`config.mk`:
```
export PLATFORM = sky130hd
export DESIGN_NAME = lsu_pma_unit_flat
export DESIGN_NICKNAME = d
export VERILOG_FILES = /design/src/rtl/lsu_pma_unit_pkg.sv /design/src/rtl/lsu_pma_unit_if.sv /design/src/rtl/lsu_pma_match.sv /design/src/rtl/lsu_pma_unit.sv /design/src/flat_wrapper.sv
export SDC_FILE = /design/constraint.sdc
export NUM_CORES = 2
export LEC_CHECK = 0
export CORE_MARGIN = 10
export CORE_UTILIZATION = 65
export DETAILED_ROUTE_END_ITERATION = 12
export PLACE_DENSITY = 0.86
export SETUP_SLACK_MARGIN = 0.5
export SLEW_MARGIN = 30
export SYNTH_ARGS = -nofsm -noshare
export SYNTH_HDL_FRONTEND = slang
export SYNTH_HIERARCHICAL = 1
export SYNTH_SLANG_ARGS = --single-unit
```
`constraint.sdc`:
```
create_clock -name clk -period 8.1 [get_ports clk]
set_input_delay 0.81 -clock clk [delete_from_list [all_inputs] [get_ports clk]]
set_output_delay 0.81 -clock clk [all_outputs]
set_load 0.01 [all_outputs]
```
`src/rtl/lsu_pma_unit_pkg.sv`:
```
// PMA checker shared types: attribute bit positions, size codes,
// default IO window, region-entry struct and alignment helpers.
package lsu_pma_unit_pkg;

  localparam int PLEN = 56;

  localparam logic [PLEN-1:0] IO_ADDR_LOW = 56'h0000_1000_0000;
  localparam logic [PLEN-1:0] IO_ADDR_UPP = 56'h0000_2000_0000;

  localparam int ATTR_IO   = 0;
  localparam int ATTR_R    = 1;
  localparam int ATTR_W    = 2;
  localparam int ATTR_AMO  = 3;
  localparam int ATTR_LOCK = 4;

  localparam logic [1:0] SZ_B = 2'd0;
  localparam logic [1:0] SZ_H = 2'd1;
  localparam logic [1:0] SZ_W = 2'd2;
  localparam logic [1:0] SZ_D = 2'd3;

  typedef logic [4:0] pma_attr_t;

  localparam pma_attr_t ATTR_IO_DEF = 5'b00111;

  typedef struct packed {
    logic            vld;
    logic [PLEN-1:0] base;
    logic [PLEN-1:0] limit;
    pma_attr_t       attr;
  } pma_entry_t;

  function automatic logic [3:0] size_bytes(logic [1:0] sz);
    return 4'd1 << sz;
  endfunction

  function automatic logic misaligned(
    logic [2:0] lo,
    logic [1:0] sz
  );
    logic [2:0] m;
    m = 3'(size_bytes(sz) - 4'd1);
    return |(lo & m);
  endfunction

endpackage

```
`src/rtl/lsu_pma_unit_if.sv`:
```
// Request/response bundle between the LSQ address stage (master)
// and the PMA unit (slave); all vectors are flat, one slice per channel.
interface lsu_pma_unit_if #(
  parameter int NUM_CH  = 2,
  parameter int PADDR_W = 56,
  parameter int IDX_W   = 2
);

  logic [NUM_CH-1:0]         req_vld_i;
  logic [NUM_CH-1:0]         req_rdy_o;
  logic [NUM_CH*PADDR_W-1:0] req_paddr_i;
  logic [NUM_CH*2-1:0]       req_size_i;
  logic [NUM_CH-1:0]         req_is_store_i;
  logic [NUM_CH-1:0]         req_is_amo_i;
  logic [NUM_CH-1:0]         req_dtlb_hit_i;
  logic [NUM_CH-1:0]         rsp_vld_o;
  logic [NUM_CH-1:0]         rsp_rdy_i;
  logic [NUM_CH-1:0]         rsp_is_io_o;
  logic [NUM_CH-1:0]         rsp_fault_o;
  logic [NUM_CH-1:0]         rsp_tlb_miss_o;
  logic [NUM_CH*IDX_W-1:0]   rsp_region_o;
  logic [NUM_CH-1:0]         rsp_hit_o;

  modport master (
    output req_vld_i, req_paddr_i, req_size_i,
    output req_is_store_i, req_is_amo_i,
    output req_dtlb_hit_i, rsp_rdy_i,
    input  req_rdy_o, rsp_vld_o, rsp_is_io_o,
    input  rsp_fault_o, rsp_tlb_miss_o,
    input  rsp_region_o, rsp_hit_o
  );

  modport slave (
    input  req_vld_i, req_paddr_i, req_size_i,
    input  req_is_store_i, req_is_amo_i,
    input  req_dtlb_hit_i, rsp_rdy_i,
    output req_rdy_o, rsp_vld_o, rsp_is_io_o,
    output rsp_fault_o, rsp_tlb_miss_o,
    output rsp_region_o, rsp_hit_o
  );

endinterface

```
`src/rtl/lsu_pma_match.sv`:
```
// Combinational region lookup: addr_i + table -> hit_o, idx_o, attr_o.
// Lowest matching valid index wins; base >= limit never matches.
module lsu_pma_match
  import lsu_pma_unit_pkg::*;
#(
  parameter int NUM_REGIONS = 4,
  localparam int IDX_W = $clog2(NUM_REGIONS)
) (
  input  logic [PLEN-1:0] addr_i,
  input  pma_entry_t      tbl_i [NUM_REGIONS],
  output logic            hit_o,
  output logic [IDX_W-1:0] idx_o,
  output pma_attr_t       attr_o
);

  // Walk downwards so the lowest index is the last to overwrite.
  always_comb begin
    hit_o  = 1'b0;
    idx_o  = '0;
    attr_o = '0;
    for (int i = NUM_REGIONS-1; i >= 0; i--) begin
      if (tbl_i[i].vld &&
          addr_i >= tbl_i[i].base &&
          addr_i <  tbl_i[i].limit) begin
        hit_o  = 1'b1;
        idx_o  = IDX_W'(i);
        attr_o = tbl_i[i].attr;
      end
    end
  end

endmodule

```
`src/rtl/lsu_pma_unit.sv`:
```
// PMA checker: programmable region table (cfg_*) plus NUM_CH registered
// request/response channels on bus; clk, rst (async low), flush plain.
// Optional LSU_PMA_CROSS_CHECK_EN: also checks the last byte's region.
module lsu_pma_unit
  import lsu_pma_unit_pkg::*;
#(
  parameter int PADDR_W     = PLEN,
  parameter int NUM_CH      = 2,
  parameter int NUM_REGIONS = 4,
  parameter logic [PADDR_W-1:0] DEF_IO_LOW =
    PADDR_W'(IO_ADDR_LOW),
  parameter logic [PADDR_W-1:0] DEF_IO_UPP =
    PADDR_W'(IO_ADDR_UPP),
  localparam int IDX_W = $clog2(NUM_REGIONS)
) (
  input  logic               clk,
  input  logic               rst,
  input  logic               flush,
  input  logic               cfg_we_i,
  input  logic [IDX_W-1:0]   cfg_idx_i,
  input  logic [PADDR_W-1:0] cfg_base_i,
  input  logic [PADDR_W-1:0] cfg_limit_i,
  input  pma_attr_t          cfg_attr_i,
  input  logic               cfg_vld_i,
  lsu_pma_unit_if.slave      bus
);

  pma_entry_t tbl_q [NUM_REGIONS];
  logic       wr_ok;

  // Locked entries ignore writes; a lock write commits then locks.
  assign wr_ok = cfg_we_i & ~tbl_q[cfg_idx_i].attr[ATTR_LOCK];

  always_ff @(posedge clk or negedge rst) begin
    if (!rst) begin
      for (int i = 0; i < NUM_REGIONS; i++)
        tbl_q[i] <= '0;
      tbl_q[0] <= '{vld:   1'b1,
                    base:  PLEN'(DEF_IO_LOW),
                    limit: PLEN'(DEF_IO_UPP),
                    attr:  ATTR_IO_DEF};
    end else if (wr_ok) begin
      tbl_q[cfg_idx_i] <= '{vld:   cfg_vld_i,
                            base:  PLEN'(cfg_base_i),
                            limit: PLEN'(cfg_limit_i),
                            attr:  cfg_attr_i};
    end
  end

  for (genvar c = 0; c < NUM_CH; c++) begin : g_ch
    logic [PADDR_W-1:0] paddr;
    logic [1:0]         size;
    logic               st, amo, tlb;
    logic               m_hit;
    logic [IDX_W-1:0]   m_idx;
    pma_attr_t          m_attr;
    logic               unused_lock;
    logic               span_bad;
    logic               a_io, a_r, a_w, a_amo;
    logic               io_d, fault_d, hit_d;
    logic [IDX_W-1:0]   reg_d;
    logic               rdy, acc;
    logic               vld_q, io_q, fault_q;
    logic               miss_q, hit_q;
    logic [IDX_W-1:0]   reg_q;

    assign paddr = bus.req_paddr_i[c*PADDR_W +: PADDR_W];
    assign size  = bus.req_size_i[c*2 +: 2];
    assign st    = bus.req_is_store_i[c];
    assign amo   = bus.req_is_amo_i[c];
    assign tlb   = bus.req_dtlb_hit_i[c];

    lsu_pma_match #(.NUM_REGIONS(NUM_REGIONS)) u_first (
      .addr_i (PLEN'(paddr)),
      .tbl_i  (tbl_q),
      .hit_o  (m_hit),
      .idx_o  (m_idx),
      .attr_o (m_attr)
    );

    assign unused_lock = m_attr[ATTR_LOCK];

`ifdef LSU_PMA_CROSS_CHECK_EN
    localparam int LW = PADDR_W + 1;
    logic [LW-1:0]    last;
    logic             l_hit;
    logic [IDX_W-1:0] l_idx;
    pma_attr_t        l_attr;
    logic             unused_l_attr;

    // Extra bit catches wrap past the top of the address space.
    assign last = {1'b0, paddr}
                + LW'(size_bytes(size)) - LW'(1);

    lsu_pma_match #(.NUM_REGIONS(NUM_REGIONS)) u_last (
      .addr_i (PLEN'(last[PADDR_W-1:0])),
      .tbl_i  (tbl_q),
      .hit_o  (l_hit),
      .idx_o  (l_idx),
      .attr_o (l_attr)
    );

    assign unused_l_attr = ^l_attr;
    assign span_bad = last[PADDR_W]
                    | (l_hit != m_hit)
                    | (l_idx != m_idx);
`else
    assign span_bad = 1'b0;
`endif

    // No match falls back to cacheable main memory.
    always_comb begin
      a_io  = 1'b0;
      a_r   = 1'b1;
      a_w   = 1'b1;
      a_amo = 1'b1;
      if (m_hit) begin
        a_io  = m_attr[ATTR_IO];
        a_r   = m_attr[ATTR_R];
        a_w   = m_attr[ATTR_W];
        a_amo = m_attr[ATTR_AMO];
      end
      hit_d   = tlb & m_hit;
      reg_d   = hit_d ? m_idx : '0;
      io_d    = tlb & a_io;
      fault_d = tlb & ((amo & ~a_amo)
                     | (st & ~a_w)
                     | (~st & ~amo & ~a_r)
                     | misaligned(paddr[2:0], size)
                     | span_bad);
    end

    assign rdy = ~vld_q | bus.rsp_rdy_i[c];
    assign acc = bus.req_vld_i[c] & rdy & ~flush;

    always_ff @(posedge clk or negedge rst) begin
      if (!rst) begin
        vld_q   <= 1'b0;
        io_q    <= 1'b0;
        fault_q <= 1'b0;
        miss_q  <= 1'b0;
        hit_q   <= 1'b0;
        reg_q   <= '0;
      end else begin
        if (flush)
          vld_q <= 1'b0;
        else if (acc)
          vld_q <= 1'b1;
        else if (bus.rsp_rdy_i[c])
          vld_q <= 1'b0;
        if (acc) begin
          io_q    <= io_d;
          fault_q <= fault_d;
          miss_q  <= ~tlb;
          hit_q   <= hit_d;
          reg_q   <= reg_d;
        end
      end
    end

    assign bus.req_rdy_o[c]      = rdy;
    assign bus.rsp_vld_o[c]      = vld_q;
    assign bus.rsp_is_io_o[c]    = io_q;
    assign bus.rsp_fault_o[c]    = fault_q;
    assign bus.rsp_tlb_miss_o[c] = miss_q;
    assign bus.rsp_hit_o[c]      = hit_q;
    assign bus.rsp_region_o[c*IDX_W +: IDX_W] = reg_q;
  end

endmodule
```
`src/flat_wrapper.sv`:
```
// flat-port wrapper written by rule: the top's interface ports become plain ports
module lsu_pma_unit_flat import lsu_pma_unit_pkg::*;
#(
  parameter int PADDR_W     = PLEN,
  parameter int NUM_CH      = 2,
  parameter int NUM_REGIONS = 4,
  parameter logic [PADDR_W-1:0] DEF_IO_LOW =
    PADDR_W'(IO_ADDR_LOW),
  parameter logic [PADDR_W-1:0] DEF_IO_UPP =
    PADDR_W'(IO_ADDR_UPP),
  localparam int IDX_W = $clog2(NUM_REGIONS)
)
  (clk, rst, flush, cfg_we_i, cfg_idx_i, cfg_base_i, cfg_limit_i, cfg_attr_i, cfg_vld_i, bus_req_vld_i, bus_req_paddr_i, bus_req_size_i, bus_req_is_store_i, bus_req_is_amo_i, bus_req_dtlb_hit_i, bus_rsp_rdy_i, bus_req_rdy_o, bus_rsp_vld_o, bus_rsp_is_io_o, bus_rsp_fault_o, bus_rsp_tlb_miss_o, bus_rsp_region_o, bus_rsp_hit_o);
  lsu_pma_unit_if #(.NUM_CH(NUM_CH), .PADDR_W(PADDR_W)) bus_i ();
  input  logic clk;
  input  logic rst;
  input  logic flush;
  input  logic cfg_we_i;
  input  logic [IDX_W-1:0] cfg_idx_i;
  input  logic [PADDR_W-1:0] cfg_base_i;
  input  logic [PADDR_W-1:0] cfg_limit_i;
  input  pma_attr_t cfg_attr_i;
  input  logic cfg_vld_i;
  input wire logic [$bits(bus_i.req_vld_i)-1:0] bus_req_vld_i;
  input wire logic [$bits(bus_i.req_paddr_i)-1:0] bus_req_paddr_i;
  input wire logic [$bits(bus_i.req_size_i)-1:0] bus_req_size_i;
  input wire logic [$bits(bus_i.req_is_store_i)-1:0] bus_req_is_store_i;
  input wire logic [$bits(bus_i.req_is_amo_i)-1:0] bus_req_is_amo_i;
  input wire logic [$bits(bus_i.req_dtlb_hit_i)-1:0] bus_req_dtlb_hit_i;
  input wire logic [$bits(bus_i.rsp_rdy_i)-1:0] bus_rsp_rdy_i;
  output wire logic [$bits(bus_i.req_rdy_o)-1:0] bus_req_rdy_o;
  output wire logic [$bits(bus_i.rsp_vld_o)-1:0] bus_rsp_vld_o;
  output wire logic [$bits(bus_i.rsp_is_io_o)-1:0] bus_rsp_is_io_o;
  output wire logic [$bits(bus_i.rsp_fault_o)-1:0] bus_rsp_fault_o;
  output wire logic [$bits(bus_i.rsp_tlb_miss_o)-1:0] bus_rsp_tlb_miss_o;
  output wire logic [$bits(bus_i.rsp_region_o)-1:0] bus_rsp_region_o;
  output wire logic [$bits(bus_i.rsp_hit_o)-1:0] bus_rsp_hit_o;
  assign bus_i.req_vld_i = bus_req_vld_i;
  assign bus_i.req_paddr_i = bus_req_paddr_i;
  assign bus_i.req_size_i = bus_req_size_i;
  assign bus_i.req_is_store_i = bus_req_is_store_i;
  assign bus_i.req_is_amo_i = bus_req_is_amo_i;
  assign bus_i.req_dtlb_hit_i = bus_req_dtlb_hit_i;
  assign bus_i.rsp_rdy_i = bus_rsp_rdy_i;
  assign bus_req_rdy_o = bus_i.req_rdy_o;
  assign bus_rsp_vld_o = bus_i.rsp_vld_o;
  assign bus_rsp_is_io_o = bus_i.rsp_is_io_o;
  assign bus_rsp_fault_o = bus_i.rsp_fault_o;
  assign bus_rsp_tlb_miss_o = bus_i.rsp_tlb_miss_o;
  assign bus_rsp_region_o = bus_i.rsp_region_o;
  assign bus_rsp_hit_o = bus_i.rsp_hit_o;
  lsu_pma_unit #(.PADDR_W(PADDR_W), .NUM_CH(NUM_CH), .NUM_REGIONS(NUM_REGIONS), .DEF_IO_LOW(DEF_IO_LOW), .DEF_IO_UPP(DEF_IO_UPP)) u_core (.clk(clk), .rst(rst), .flush(flush), .cfg_we_i(cfg_we_i), .cfg_idx_i(cfg_idx_i), .cfg_base_i(cfg_base_i), .cfg_limit_i(cfg_limit_i), .cfg_attr_i(cfg_attr_i), .cfg_vld_i(cfg_vld_i), .bus(bus_i));
endmodule
```
== After elaboration in Yosys (flattened, before gate mapping) ==
Index checks and enable logic that the tools add are counted.

* Flip-flop bits (word level): 486
* Input port bits: 250
* Output and inout port bits: 16
* Logic and storage cells: 163

* $add $sub $neg: 2
* $lt $le $gt $ge: 18
* Shift-type cells: 2
* Multiplexer cells: 46
* Bitwise operators: 46
* Reductions and logical operators: 21

{| class="wikitable"
|+ Operators by type and width
! operator !! number
|-
| bitwise mux 472 bit || 1
|-
| greater-or-equal comparator 56 bit || 8
|-
| < comparator 56 bit || 8
|-
| binary-select mux 118 bit (select 2 bit) || 1
|-
| demux 118 bit (select 2 bit) || 1
|-
| two-way mux 118 bit || 1
|-
| two-way mux 4 bit || 8
|-
| two-way mux 1 bit || 22
|-
| two-way mux 2 bit || 10
|-
| AND 1 bit || 19
|-
| logical AND 1 bit || 17
|-
| inverter 1 bit || 16
|-
| two-way mux 5 bit || 2
|-
| bitwise OR 1 bit || 8
|-
| AND 3 bit || 2
|-
| nonzero test 3 bit || 2
|-
| OR reduction 3 bit || 2
|-
| << shifter 1 x 2 -> 3 bit (first input constant) || 2
|-
| subtractor 3 x 1 -> 3 bit (second input constant) || 2
|-
| greater-or-equal comparator 3 bit (second input constant) || 1
|-
| < comparator 3 x 1 -> 1 bit (second input constant) || 1
|-
| inverter 2 -> 3 bit || 1
|}

== Logic depth before layout (Yosys ltp) ==
* Depth after elaboration: 14
* Mapped depth: 16
* Depth with buffers taken out: 15

== Modules after synthesis ==
Netlist, hierarchy kept.

{| class="wikitable"
|+ By module, submodules not included
! module !! instances !! cells each !! area each (um^2) !! sequential area each (um^2)
|-
| lsu_pma_match || 2 || 1599 || 11313.4 || 0.0
|-
| lsu_pma_unit || 1 || 1091 || 18252.5 || 12169.2
|}

== Least setup slack after synthesis ==
Ideal clock, no wire load.

* Path kind: input -> register
* Start point: input bus_req_paddr_i[11]
* End point: register u_core.g_ch[0].fault_q
* Library setup time: 135 ps
* Arrival: 3403 ps
* Path slack: 4561 ps
* Stages on the path: 15
* Buffers on the path: 1
* Cells stage by stage: ha_1 > a2111oi_2 > o21ai_1 > a221o_1 > a31oi_1 > o211ai_1 > a221oi_2 > nor4b_1 > buf_2 > nor2b_1 > a311oi_1 > nor2b_1 > o31a_1 > o21ai_0 > o21ai_0

* Cells in the longest elaborated chain, start to end: 14

{| class="wikitable"
|+ RTL lines
! what !! line !! source
|-
| start: declaration || flat_wrapper.sv:25 || <nowiki>input wire logic [$bits(bus_i.req_paddr_i)-1:0] bus_req_paddr_i;</nowiki>
|-
| greater-or-equal comparator 56 bit || lsu_pma_match.sv:23 || <nowiki>addr_i >= tbl_i[i].base &&</nowiki>
|-
| logical AND 1 bit || lsu_pma_match.sv:22 || <nowiki>if (tbl_i[i].vld &&</nowiki>
|-
| logical AND 1 bit || lsu_pma_match.sv:23 ||
|-
| two-way mux 4 bit (3 in series) || lsu_pma_match.sv:22 ||
|-
| two-way mux 4 bit (*) || lsu_pma_match.sv:22 ||
|-
| via u_core.g_ch[0].m_attr[2] || lsu_pma_unit.sv:56 || <nowiki>pma_attr_t m_attr;</nowiki>
|-
| two-way mux 1 bit (*) || lsu_pma_unit.sv:117 || <nowiki>if (m_hit) begin</nowiki>
|-
| inverter 1 bit (*) || lsu_pma_unit.sv:127 || <nowiki>| (st & ~a_w)</nowiki>
|-
| AND 1 bit (*) || lsu_pma_unit.sv:127 ||
|-
| bitwise OR 1 bit (*) || lsu_pma_unit.sv:127 ||
|-
| bitwise OR 1 bit (*) || lsu_pma_unit.sv:128 || <nowiki>| (~st & ~amo & ~a_r)</nowiki>
|-
| bitwise OR 1 bit (*) || lsu_pma_unit.sv:129 || <nowiki>| misaligned(paddr[2:0], size)</nowiki>
|-
| AND 1 bit (*) || lsu_pma_unit.sv:126 || <nowiki>fault_d = tlb & ((amo & ~a_amo)</nowiki>
|-
| end signal: assignment || lsu_pma_unit.sv:153 || <nowiki>fault_q <= fault_d;</nowiki>
|-
| end: declaration || lsu_pma_unit.sv:63 || <nowiki>logic vld_q, io_q, fault_q;</nowiki>
|}

The timed path passes the listed nets; every way through them passes the cells marked *.
A chain may end at the register's enable or synchronous reset.

== Final worst setup path ==
* Start point: input bus_req_paddr_i[57]
* End point: register u_core.g_ch[1].fault_q

* Cells in the longest elaborated chain, start to end: 14

{| class="wikitable"
|+ RTL lines
! what !! line
|-
| greater-or-equal comparator 56 bit || lsu_pma_match.sv:23
|-
| logical AND 1 bit || lsu_pma_match.sv:22
|-
| logical AND 1 bit || lsu_pma_match.sv:23
|-
| two-way mux 4 bit (3 in series) || lsu_pma_match.sv:22
|-
| two-way mux 4 bit (*) || lsu_pma_match.sv:22
|-
| via u_core.g_ch[1].m_attr[2] || lsu_pma_unit.sv:56
|-
| two-way mux 1 bit (*) || lsu_pma_unit.sv:117
|-
| inverter 1 bit (*) || lsu_pma_unit.sv:127
|-
| AND 1 bit (*) || lsu_pma_unit.sv:127
|-
| bitwise OR 1 bit (*) || lsu_pma_unit.sv:127
|-
| bitwise OR 1 bit (*) || lsu_pma_unit.sv:128
|-
| bitwise OR 1 bit (*) || lsu_pma_unit.sv:129
|-
| AND 1 bit (*) || lsu_pma_unit.sv:126
|-
| end signal: assignment || lsu_pma_unit.sv:153
|-
| end: declaration || lsu_pma_unit.sv:63
|}

Marked as above.

==> impl_results.md <==
- Detailed-route via count: roughly 34000
- Buffer count from post-CTS setup fixing: 0
- Yosys Warn Count: 6
- Max-Slew Margin vs Limit: 0.319
- Vertical die dimension: 271 um
- Fill count: ~4400
- Half-perimeter wire length after detailed placement: 95800 um
- Reg-to-Reg Start: u_core/tbl_q[363]
- Vias in the first global route: ~35000
- Result of the run: finished, final reports clean
- Lkg Pwr: between 20 and 25 nW
- Number of pins exceeding their max-slew limit in the final report: 0
- Number of iterations in the first detailed-routing pass: 6
- Antenna Nets Post-Route: 0
- Clock insertion delay at the later pin of the skew report: roughly 640 ps
- Proportion of layout cells with a drive suffix above 1: 0.126
- Via density per instance: approximately 6.3
- Maximum fanout along the worst path: 10
- Launch point of the worst path: bus_req_paddr_i[57]
- Floorplan die area: 73200 um^2
- Post-detailed-route wirelength per cell: approximately 24 um
- Pin count of the biggest net entering global routing: between 150 and 200
- Mapped Cells: 4279
- Starting DRC count in detailed routing: between 2000 and 3000
- Class of the worst hold path: input pin to async pin
- Part of the cycle the worst path needs: 0.593
- Number of clock buffers inserted by TritonCTS: between 50 and 60
- Clock root buffer: clkbuf_16
- Register-to-Register Path Depth: 14
- Reg-to-reg critical path endpoint: u_core/g_ch[1].fault_q
- Endpoint kind of the worst setup timing path: flop
- Final setup violating endpoints: 0
- Worst path required time: between 8000 and 9000 ps
- Post-layout total power: ~13 mW
- I/O pin cnt: ~270
- Clock Sinks: roughly 490
- Clock Skews: between 20 and 25 ps
- Clk buf depth: 3
- Core Box Area: between 60000 and 70000 um^2
- Input/output buffers: between 200 and 300
- Global-route wire length before repair: between 150000 and 200000 um
- Post-layout nets: 5685
- Final weighted congestion of routability-driven global placement: 1.01
- Average cell area after synthesis: 9.54 um^2
- Max H-tree Level: 2
- Slew at the pin closest to its max-slew limit: roughly 1000 ps
- Register-to-register path setup slack: between 3000 and 4000 ps
- Post-CTS sizing: 0
- Max-cap viol count: 0
- TritonCTS clock tree: built
- Row count: 91
- Global-route usage over all layers: 0.341
- Remaining global-route overflow: 0
- Post-synth design cell area: roughly 41000 um^2
- Die outline width: around 270 um
- Syn Nets: between 5000 and 6000
- Min Tclk post-route: roughly 4800 ps
- Synthesis-to-finish area growth: 13.2%
- Flip-flop and latch area: approximately 12000 um^2
- Maximum clock frequency: around 0.21 GHz
- Setup repair after global routing missed its margin: false
- Hold Vio Cnt, Final: 0
- Setup crit end: u_core/g_ch[1].fault_q
- CTS clk-pin slew, worst paths: 60 ps
- Hold-fix buffer count after cts: 0
- DRC violation count after routing: 0
- Worst vdd rail ir drop: about 0.25 mV
- CP Class: input pin to flop
- Area used by multi-input combinational logic: between 20000 and 25000 um^2
- Total power divided by cell area: approximately 280 nW/um^2
- Routed wire length: around 130000 um
- Setup crit start kind: input pin
- Sum Neg Setup Slack: 0 ps
- Initial antenna violation count: 8
- Initial cell density of the core: 0.659
- Arrival @ worst endpoint: approximately 5300 ps
## layer usage
| layer | part of all wire | vias up | global-route usage |
|---|---|---|---|
| met5 | 0.00030 | - | 0 |
| met3 | 0.080 | 494 | 0.0632 |
| met1 | 0.38 | 16662 | 0.397 |
| met4 | 0.073 | 6 | 0.229 |
| met2 | 0.47 | 1565 | 0.566 |
| li1 | - | 15504 | - |
## through the flow
stage	cell area [um^2]	utilization	hold slack, ps	setup slack, ps	instances
after floorplan	40800	-	428	4580	4279
after global placement	44200	0.714	443	2520	5325
after detailed placement	44300	0.715	452	2740	5325
after CTS	46200	0.745	252	3390	5429
after global routing	46200	0.746	287	3120	5435
final	46200	0.746	218	3300	5436
## state kept, by name (all words and copies together) (netlist names)
register             cells
u_core/tbl_q           472
u_core/g_ch.reg_q        4
u_core/g_ch.fault_q      2
u_core/g_ch.hit_q        2
u_core/g_ch.io_q         2
u_core/g_ch.miss_q       2
u_core/g_ch.vld_q        2
## power by group
part	switching (mW)	internal (mW)	total, mW
clock network	1.10	1.56	2.66
logic	3.41	2.76	6.17
registers	0.804	3.32	4.12
## critical path, cell delays in order
cell	delay, ps
clkdlybuf4s50_1	730
ha_1	310
a21o_1	160
a21oi_1	190
o21ai_1	110
o41ai_1	820
a21oi_1	210
nor4b_2	730
and2b_1	320
a311oi_1	280
nor2b_1	80
o31a_1	300
o21ai_0	140
o21ai_0	90
## layout make-up
type                            instances  area share
Timing Repair Buffer                  282      0.0619
Multi-Input combinational cell       2823       0.538
Clock inverter                         25     0.00639
Inverter                              899      0.0730
Tap cell                              837      0.0227
Antenna cell                            5    0.000271
Clock buffer                           79      0.0345
Sequential cell                       486       0.263
## cell usage in the layout, fill, tap and decap left out, types with 11 or more instances in the layout
cell and count:
a211oi_1 42, a21o_1 112, a21oi_1 294, a221oi_1 28, and3_1 12, and4_1 16
clkbuf_1 11, clkbuf_16 55, clkbuf_8 14, clkdlybuf4s50_1 264, clkinv_2 13, dfrtp_1 480
ha_1 888, inv_1 899, mux2_1 30, mux2_2 438, nand2_1 201, nand2b_1 20
nand3_1 75, nand3b_1 12, nand4_1 138, nor2_1 93, nor2b_1 38, nor3_1 50
nor4_1 14, o21a_1 12, o21ai_0 144, o21ai_1 14, o21bai_1 11
## worst min path at each step
stage                 startpoint                 to  slack, ps
6_report                     rst  u_core/tbl_q[159]        220
5_1_grt                      rst  u_core/tbl_q[395]        290
4_1_cts                      rst  u_core/tbl_q[398]        250
3_5_place_dp   u_core/tbl_q[240]  u_core/tbl_q[240]        450
3_3_place_gp   u_core/tbl_q[240]  u_core/tbl_q[240]        440
2_1_floorplan    u_core/tbl_q[4]    u_core/tbl_q[4]        430
(Power assumes the default switching activity.)
